==> src/rtl/el2_dccm_port_arb_if.sv <==
// ----------------------------------------------------------------------------
// el2_dccm_port_arb_if: LSU/DMA request ports and DCCM memory port bundle
// Rev 1.0
// ----------------------------------------------------------------------------
`timescale 1ns/1ps
`default_nettype none

interface el2_dccm_port_arb_if #(
  parameter int DCCM_BITS = 16,
  parameter int DATA_W    = 39
);
  logic                 lsu_req;
  logic                 lsu_we;
  logic [DCCM_BITS-1:0] lsu_addr;
  logic [DATA_W-1:0]    lsu_wdata;
  logic                 lsu_gnt;
  logic                 lsu_rvalid;

  logic                 dma_req;
  logic                 dma_we;
  logic [DCCM_BITS-1:0] dma_addr;
  logic [DATA_W-1:0]    dma_wdata;
  logic                 dma_gnt;
  logic                 dma_rvalid;

  logic [DATA_W-1:0]    rd_data;
  logic                 dccm_wren;
  logic                 dccm_rden;
  logic [DCCM_BITS-1:0] dccm_addr;
  logic [DATA_W-1:0]    dccm_wr_data;
  logic [DATA_W-1:0]    dccm_rd_data;
  logic                 starve_boost;

  // Environment side: requesters plus memory wrapper.
  modport master (
    output lsu_req, lsu_we, lsu_addr, lsu_wdata,
    output dma_req, dma_we, dma_addr, dma_wdata,
    output dccm_rd_data,
    input  lsu_gnt, lsu_rvalid, dma_gnt, dma_rvalid, rd_data,
    input  dccm_wren, dccm_rden, dccm_addr, dccm_wr_data, starve_boost
  );

  // Arbiter side.
  modport slave (
    input  lsu_req, lsu_we, lsu_addr, lsu_wdata,
    input  dma_req, dma_we, dma_addr, dma_wdata,
    input  dccm_rd_data,
    output lsu_gnt, lsu_rvalid, dma_gnt, dma_rvalid, rd_data,
    output dccm_wren, dccm_rden, dccm_addr, dccm_wr_data, starve_boost
  );
endinterface

`default_nettype wire

==> src/rtl/el2_dccm_port_arb.sv <==
// ----------------------------------------------------------------------------
// el2_dccm_port_arb: LSU/DMA DCCM port arbiter with starvation guard; optional DCCM_ARB_PERF_EN counters
// Rev 1.0
// ----------------------------------------------------------------------------
`timescale 1ns/1ps
`default_nettype none

module el2_dccm_port_arb #(
  parameter int DCCM_BITS  = 16,
  parameter int DATA_W     = 39,
  parameter int STARVE_MAX = 4,
  parameter int RD_LAT     = 1
) (
  input  logic        clk,
  input  logic        rst_l,
`ifdef DCCM_ARB_PERF_EN
  output logic [15:0] conflict_cnt,
  output logic [15:0] boost_cnt,
`endif
  el2_dccm_port_arb_if.slave bus
);

  typedef enum logic [0:0] {
    NORMAL    = 1'b0,
    DMA_BOOST = 1'b1
  } state_t;

  localparam logic [3:0] STARVE_LAST = 4'(STARVE_MAX - 1);

  state_t               r_state;
  logic [3:0]           r_starve;
  logic [RD_LAT-1:0]    r_tag_v;
  logic [RD_LAT-1:0]    r_tag_own;

  logic                 w_lsu_win;
  logic                 w_dma_win;
  logic                 w_conflict;
  logic                 w_enter_boost;
  logic [DCCM_BITS-1:0] w_addr;
  logic [DATA_W-1:0]    w_wdata;

  assign w_conflict    = bus.lsu_req & bus.dma_req;
  assign w_enter_boost = (r_state == NORMAL) & w_conflict & (r_starve == STARVE_LAST);

  // Grants are forced low while reset is asserted so every output reads 0.
  always_comb begin
    w_lsu_win = 1'b0;
    w_dma_win = 1'b0;
    if (rst_l) begin
      if (r_state == DMA_BOOST) begin
        w_dma_win = bus.dma_req;
        w_lsu_win = bus.lsu_req & ~bus.dma_req;
      end else begin
        w_lsu_win = bus.lsu_req;
        w_dma_win = bus.dma_req & ~bus.lsu_req;
      end
    end
  end

  assign w_addr  = ~rst_l ? '0 : (w_dma_win ? bus.dma_addr  : bus.lsu_addr);
  assign w_wdata = ~rst_l ? '0 : (w_dma_win ? bus.dma_wdata : bus.lsu_wdata);

  assign bus.lsu_gnt      = w_lsu_win;
  assign bus.dma_gnt      = w_dma_win;
  assign bus.dccm_wren    = (w_lsu_win & bus.lsu_we)  | (w_dma_win & bus.dma_we);
  assign bus.dccm_rden    = (w_lsu_win & ~bus.lsu_we) | (w_dma_win & ~bus.dma_we);
  assign bus.dccm_addr    = w_addr;
  assign bus.dccm_wr_data = w_wdata;
  assign bus.starve_boost = (r_state == DMA_BOOST);

  always_ff @(posedge clk or negedge rst_l) begin
    if (!rst_l) begin
      r_state  <= NORMAL;
      r_starve <= 4'd0;
    end else if (r_state == DMA_BOOST) begin
      // One boosted grant, or DMA gave up: either way back to normal priority.
      r_state  <= NORMAL;
      r_starve <= 4'd0;
    end else if (w_dma_win) begin
      r_starve <= 4'd0;
    end else if (w_conflict) begin
      if (w_enter_boost) begin
        r_state <= DMA_BOOST;
      end
      if (r_starve != 4'hF) begin
        r_starve <= r_starve + 4'd1;
      end
    end
  end

  // Tag pipe: stage 0 captures this cycle's read, last stage lines up with memory data.
  always_ff @(posedge clk or negedge rst_l) begin
    if (!rst_l) begin
      r_tag_v[0]   <= 1'b0;
      r_tag_own[0] <= 1'b0;
    end else begin
      r_tag_v[0]   <= bus.dccm_rden;
      r_tag_own[0] <= w_dma_win;
    end
  end

  generate
    for (genvar gi = 1; gi < RD_LAT; gi++) begin : g_tag_stage
      always_ff @(posedge clk or negedge rst_l) begin
        if (!rst_l) begin
          r_tag_v[gi]   <= 1'b0;
          r_tag_own[gi] <= 1'b0;
        end else begin
          r_tag_v[gi]   <= r_tag_v[gi-1];
          r_tag_own[gi] <= r_tag_own[gi-1];
        end
      end
    end
  endgenerate

  assign bus.lsu_rvalid = r_tag_v[RD_LAT-1] & ~r_tag_own[RD_LAT-1];
  assign bus.dma_rvalid = r_tag_v[RD_LAT-1] &  r_tag_own[RD_LAT-1];
  assign bus.rd_data    = rst_l ? bus.dccm_rd_data : '0;

`ifdef DCCM_ARB_PERF_EN
  always_ff @(posedge clk or negedge rst_l) begin
    if (!rst_l) begin
      conflict_cnt <= 16'd0;
      boost_cnt    <= 16'd0;
    end else begin
      if (w_conflict && (conflict_cnt != 16'hFFFF)) begin
        conflict_cnt <= conflict_cnt + 16'd1;
      end
      if (w_enter_boost && (boost_cnt != 16'hFFFF)) begin
        boost_cnt <= boost_cnt + 16'd1;
      end
    end
  end
`endif

endmodule

`default_nettype wire

==> src/flat_wrapper.sv <==
// flat-port wrapper written by rule: the top's interface ports become plain ports
module el2_dccm_port_arb_flat 
#(
  parameter int DCCM_BITS  = 16,
  parameter int DATA_W     = 39,
  parameter int STARVE_MAX = 4,
  parameter int RD_LAT     = 1
)
  (clk, rst_l, bus_lsu_req, bus_lsu_we, bus_lsu_addr, bus_lsu_wdata, bus_dma_req, bus_dma_we, bus_dma_addr, bus_dma_wdata, bus_dccm_rd_data, bus_lsu_gnt, bus_lsu_rvalid, bus_dma_gnt, bus_dma_rvalid, bus_rd_data, bus_dccm_wren, bus_dccm_rden, bus_dccm_addr, bus_dccm_wr_data, bus_starve_boost);
  el2_dccm_port_arb_if #(.DCCM_BITS(DCCM_BITS), .DATA_W(DATA_W)) bus_i ();
  input  logic clk;
  input  logic rst_l;
  input wire logic [$bits(bus_i.lsu_req)-1:0] bus_lsu_req;
  input wire logic [$bits(bus_i.lsu_we)-1:0] bus_lsu_we;
  input wire logic [$bits(bus_i.lsu_addr)-1:0] bus_lsu_addr;
  input wire logic [$bits(bus_i.lsu_wdata)-1:0] bus_lsu_wdata;
  input wire logic [$bits(bus_i.dma_req)-1:0] bus_dma_req;
  input wire logic [$bits(bus_i.dma_we)-1:0] bus_dma_we;
  input wire logic [$bits(bus_i.dma_addr)-1:0] bus_dma_addr;
  input wire logic [$bits(bus_i.dma_wdata)-1:0] bus_dma_wdata;
  input wire logic [$bits(bus_i.dccm_rd_data)-1:0] bus_dccm_rd_data;
  output wire logic [$bits(bus_i.lsu_gnt)-1:0] bus_lsu_gnt;
  output wire logic [$bits(bus_i.lsu_rvalid)-1:0] bus_lsu_rvalid;
  output wire logic [$bits(bus_i.dma_gnt)-1:0] bus_dma_gnt;
  output wire logic [$bits(bus_i.dma_rvalid)-1:0] bus_dma_rvalid;
  output wire logic [$bits(bus_i.rd_data)-1:0] bus_rd_data;
  output wire logic [$bits(bus_i.dccm_wren)-1:0] bus_dccm_wren;
  output wire logic [$bits(bus_i.dccm_rden)-1:0] bus_dccm_rden;
  output wire logic [$bits(bus_i.dccm_addr)-1:0] bus_dccm_addr;
  output wire logic [$bits(bus_i.dccm_wr_data)-1:0] bus_dccm_wr_data;
  output wire logic [$bits(bus_i.starve_boost)-1:0] bus_starve_boost;
  assign bus_i.lsu_req = bus_lsu_req;
  assign bus_i.lsu_we = bus_lsu_we;
  assign bus_i.lsu_addr = bus_lsu_addr;
  assign bus_i.lsu_wdata = bus_lsu_wdata;
  assign bus_i.dma_req = bus_dma_req;
  assign bus_i.dma_we = bus_dma_we;
  assign bus_i.dma_addr = bus_dma_addr;
  assign bus_i.dma_wdata = bus_dma_wdata;
  assign bus_i.dccm_rd_data = bus_dccm_rd_data;
  assign bus_lsu_gnt = bus_i.lsu_gnt;
  assign bus_lsu_rvalid = bus_i.lsu_rvalid;
  assign bus_dma_gnt = bus_i.dma_gnt;
  assign bus_dma_rvalid = bus_i.dma_rvalid;
  assign bus_rd_data = bus_i.rd_data;
  assign bus_dccm_wren = bus_i.dccm_wren;
  assign bus_dccm_rden = bus_i.dccm_rden;
  assign bus_dccm_addr = bus_i.dccm_addr;
  assign bus_dccm_wr_data = bus_i.dccm_wr_data;
  assign bus_starve_boost = bus_i.starve_boost;
  el2_dccm_port_arb #(.DCCM_BITS(DCCM_BITS), .DATA_W(DATA_W), .STARVE_MAX(STARVE_MAX), .RD_LAT(RD_LAT)) u_core (.clk(clk), .rst_l(rst_l), .bus(bus_i));
endmodule
==> config.mk <==
export PLATFORM = sky130hd
export DESIGN_NAME = el2_dccm_port_arb_flat
export DESIGN_NICKNAME = d
export VERILOG_FILES = /design/src/rtl/el2_dccm_port_arb_if.sv /design/src/rtl/el2_dccm_port_arb.sv /design/src/flat_wrapper.sv
export SDC_FILE = /design/constraint.sdc
export NUM_CORES = 1
export LEC_CHECK = 0
export BUFFER_PORTS_ARGS = -buffer_cell sky130_fd_sc_hd__buf_2
export CORE_AREA = 2 2 100 102
export CTS_CLUSTER_SIZE = 20
export DETAILED_ROUTE_END_ITERATION = 6
export DIE_AREA = 0 0 102 104
export SLEW_MARGIN = 5
export SYNTH_ARGS = -nofsm -noshare
export SYNTH_HDL_FRONTEND = slang
export SYNTH_SLANG_ARGS = --single-unit
==> constraint.sdc <==
create_clock -name clk -period 1.82 [get_ports clk]
set_clock_uncertainty 0.05 [all_clocks]
set_input_delay 0.546 -clock clk [delete_from_list [all_inputs] [get_ports clk]]
set_output_delay 0.546 -clock clk [all_outputs]
set_load 0.01 [all_outputs]
== Word level (Yosys, flattened, before mapping) ==
Cells that the tools add are included.

* Add/subtract/negate cells: 1
* Equality and inequality tests: 2
* Muxes and demuxes: 17
* Bitwise gates (word level): 19
* Reduce and logical (&&, ||, !) cells: 3

{| class="wikitable"
|+ Operators by type and width
! operator !! count
|-
| two-way mux 39 bit || 3
|-
| two-way mux 16 bit || 2
|-
| two-way mux 4 bit || 4
|-
| AND 1 bit || 11
|-
| two-way mux 1 bit || 8
|-
| inverter 1 bit || 6
|-
| nonzero test 3 bit || 2
|-
| adder 4 x 1 -> 4 bit, second input constant || 1
|-
| == test 4 x 2 -> 1 bit, second input constant || 1
|-
| != test 4 bit, second input constant || 1
|-
| bitwise OR 1 bit || 2
|-
| AND reduction 2 bit || 1
|}

* Flip-flop bits (word level): 7
* Input bits: 155
* Output and inout bits: 101
* Logic and storage cells: 46

== Logic depth before layout (Yosys ltp) ==
* Depth in word-level cells: 7
* Gate-level depth with buffers: 5
* Mapped depth without buffers: 4

== Worst setup path after synthesis ==
No wires, ideal clock.

* Path kind: in2out
* From: input port bus_dma_req
* To: output port bus_dccm_addr[0]
* Arrival: 1.397 ns
* Data required time: 1.224 ns
* Slack: -0.173 ns
* Stages on the path: 5
* Path buffers: 2
* Cells stage by stage: nand2_1 -> a21oi_2 -> buf_6 -> buf_6 -> mux2i_1

* Cells in the longest elaborated chain, start to end: 5

{| class="wikitable"
|+ RTL lines
! what !! RTL line !! source
|-
| from (decl) || flat_wrapper.sv:17 || <nowiki>input wire logic [$bits(bus_i.dma_req)-1:0] bus_dma_req;</nowiki>
|-
| AND 1 bit || el2_dccm_port_arb.sv:55 || <nowiki>w_dma_win = bus.dma_req & ~bus.lsu_req;</nowiki>
|-
| two-way mux 1 bit (*) || el2_dccm_port_arb.sv:50 || <nowiki>if (r_state == DMA_BOOST) begin</nowiki>
|-
| two-way mux 1 bit (*) || el2_dccm_port_arb.sv:49 || <nowiki>if (rst_l) begin</nowiki>
|-
| two-way mux 16 bit (*) (2 in a row) || el2_dccm_port_arb.sv:60 || <nowiki>assign w_addr = ~rst_l ? '0 : (w_dma_win ? bus.dma_addr : bus.lsu_addr);</nowiki>
|-
| to (decl) || flat_wrapper.sv:29 || <nowiki>output wire logic [$bits(bus_i.dccm_addr)-1:0] bus_dccm_addr;</nowiki>
|}

Mark *: on every way between the ends. The rest lies on a longest branch, timed or not.

== Final worst setup path ==
* From: input port rst_l
* To: output port bus_dccm_wr_data[16]

* Cells in the longest elaborated chain, start to end: 3

{| class="wikitable"
|+ RTL lines
! what !! RTL line !! source
|-
| from (decl) || flat_wrapper.sv:12 || <nowiki>input logic rst_l;</nowiki>
|-
| two-way mux 1 bit || el2_dccm_port_arb.sv:49 ||
|-
| two-way mux 39 bit || el2_dccm_port_arb.sv:61 || <nowiki>assign w_wdata = ~rst_l ? '0 : (w_dma_win ? bus.dma_wdata : bus.lsu_wdata);</nowiki>
|-
| two-way mux 39 bit (*) || el2_dccm_port_arb.sv:61 ||
|-
| to (decl) || flat_wrapper.sv:30 || <nowiki>output wire logic [$bits(bus_i.dccm_wr_data)-1:0] bus_dccm_wr_data;</nowiki>
|}

Marks and branches as above.

==> impl_results.md <==
* Maximum clock rate at 451 MHz
* Vias in the first global route at 2493
* Arr. time, crit path at 1.62 ns
* CTS max path bufs at 2
* Vias per Instance at 4.00
* Failing checks: negative setup slack
* Kind of critical path: primary input to output pin
* Outcome: finished with violations
* TritonCTS Buffers at 3
* Number of clock sinks at 7
* Count of unresolved DRC violations after routing at 0
* Flip-flop and latch count after synthesis at 7
* Yosys top cell area share at 33.0%
* Share of layout cells above drive strength 1 at 64.1%
* Last weighted congestion value of the routability-driven placer at 0.770
* Clock Root Buffer: clkbuf_8
* Net count, final at 684
* Die Ht at approximately 100 um
* Kind of end point of the critical path: output pin
* Signed area change from the synthesized netlist to the final layout at 134%
* Starting density of the core at between 10% and 20%
* Clock latency at the later pin of the worst-skew pair at 0.23 ns
* Post-layout utilization of the core at just over 40%
* Synthesized area per cell at 6.46 um^2
* Post-Layout Cell Count at 660
* Minimum period implied by the final worst setup slack at 2.22 ns
* Width of the die at 102 um
* Max-cap check violation count at 0
* Std cell rows at 36
* Number of buffers inserted by port buffering at about 260
* I/O pin total at 256
* Sequential cell area fraction in the yosys report at 10.5%
* Summed instance area of the synthesized netlist at 1670 um^2
* Number of buffers inserted by hold repair at cts at 0
* Pin slew with the least headroom to its limit at 0.486 ns
* Final count of pins violating max slew at 0
* Detailed placer's ending HPWL at 6380 um
* Cell count after synthesis at 258
* Global-route wire length before repair at 11200 um
* Library cell occupying the most area in the post-synthesis netlist: mux2i_1
* Router iterations before antenna repair at 4
* Detailed-route wire length per cell at 11.6 um
* Maximum fanout encountered on the critical timing path at 7
* Worst hold path type: primary input to asynchronous set/reset pin
* Final antenna-violating net count at 0
* Clock transition at the registers of the reported paths at 0.04 ns
* Post-layout worst setup margin at -0.397 ns
* Static leakage at 2.29 nW
* Overall routed net length at 7680 um
* Synthesized netlist net count at 414
* Total track usage at between 10% and 20%
* Post-synthesis cell type count at 23
* Sort of element at the start of the critical path: primary input
* Diode count at 0
* Final setup violation count at 64
* Main area contributors after synthesis: mux2i_1 33%, and2_1 15%, inv_1 13%, nand2_1 13%, dfrtp_1 11%
* RSZ-0062 raised after global routing: true
* Placement-stage worst setup slack at -0.437 ns
* Setup_tns at -19.62 ns
* Number of warnings reported in the yosys synthesis log at 0
* Total gr overflow at 0
* Final period utilization at 122%
* Placeable core area at 9550 um^2
* Hold violation count in the final report at 0
* Maximum vdd ir drop at ~0.21 mV
* Detailed Route Iter0 Violations at 67
* Required time at the endpoint of the critical path at around 1.2 ns
* Die footprint at 10600 um^2
* Pwr/cell area at 329 nW/um^2
* Max-slew headroom at 67.2%
* Number of antenna violations at the first check in global routing at 0
* Maximum number of pins on one net before global-route repair at 47
* CTS H-Tree Depth at 1
* CTS tree: done
* Inst Count DP at roughly 650
* Number of vias after detailed routing at 2638
==> flip-flops by register name, indices dropped and copies added, names as in the netlist <==
signal                   cells
u_core.r_tag_own             1
u_core.bus.starve_boost      1
u_core.r_tag_v               1
u_core.r_starve              4
==> final cells by class <==
class,instances,area [um^2]
timing repair buffer,281,1760
inverter,58,218
multi-input combinational,177,1530
sequential,7,175
clock buffer,4,45.0
tap,133,166
fill,985,5660
==> final timing paths <==
| kind | slack [ns] | cells past startpoint | from | end |
|---|---|---|---|---|
| max | -0.40 | 7 | rst_l | bus_dccm_wr_data[16] |
| min | 0.20 | 2 | rst_l | u_core.bus.starve_boost |
| max reg2reg | 0.36 | 7 | u_core.bus.starve_boost | u_core.r_tag_v |
| min reg2reg | 0.45 | 1 | u_core.r_starve[3] | u_core.bus.starve_boost |
| max in group asynchronous | 1.26 | 3 | rst_l | u_core.r_starve[1] |
| min in group clk | 0.45 | 1 | u_core.r_starve[3] | u_core.bus.starve_boost |
==> Yosys cell counts, drive strengths merged <==
cell and n:
nand3 1, dfrtp 7, buf 11, o21ai 3, nand2 58, clkbuf 5, and3 2, or3 1
mux2i 55, and2 41, ha 1, a311oi 1, a22o 2, a21oi 6, nor4 1, inv 58
nand3b 1, a211oi 1, nor2b 2, nor2 1
==> metrics by stage <==
stage	hold slack, ns	power, mW	area (um^2)
floorplan	0.200	0.621	2030
global placement	0.439	0.978	3590
detailed placement	0.442	0.995	3590
CTS	0.179	1.27	3810
global route	0.190	1.38	3890
finish	0.198	1.28	3890
==> cells in the final DEF (no fill, tap or decap), types with 2 or more instances in the layout <==
cell type    n
and3_1       2
mux2i_2     34
buf_12      10
clkbuf_8     3
mux2i_1      5
inv_1       57
mux2i_4     16
buf_4        7
nand2_1     57
dfrtp_1      7
o21ai_0      3
a21oi_1      4
a22o_1       2
buf_6       15
nor2b_1      2
and2_1      41
buf_2      242
buf_8        5
==> where the power goes <==
group          internal (mW)  total [mW]  switching, mW
clock                  0.152       0.224         0.0717
combinational          0.477       0.865          0.388
sequential             0.176       0.193         0.0162
total                  0.805        1.28          0.476
==> metal layers <==
layer / GRT usage [%] / wire length [um] / vias up
li1: - / - / 1328
met1: 14.0 / 2920 / 1179
met2: 24.9 / 4040 / 122
met3: 2.35 / 650 / 9
met5: 0 / 0 / -
met4: 2.19 / 73 / 0
==> cell families after synthesis <==
group                    Yosys count  synth area share, %
AND/OR/NAND/NOR                  108                 31.7
buffers and inverters             74                 19.1
multiplexers                      55                 33.0
AO/OA/AOI/OAI                     13                 4.96
flip-flops                         7                 10.5
adder cells (fa/ha/maj)            1                0.751
==> worst max-delay path: stages <==
cell	delay (ns)
buf_8	0.10
nand2_8	0.05
a21oi_4	0.19
buf_12	0.18
buf_12	0.15
mux2i_2	0.21
buf_2	0.17
==> what timing repair did <==
action	4_1_cts	5_1_grt
pin swaps	3	1
resized for setup	21	13
setup endpoints to repair	97	96
buffers inserted	4	2
gates cloned	2	2
Note: power is estimated with default switching activity, not from simulation.
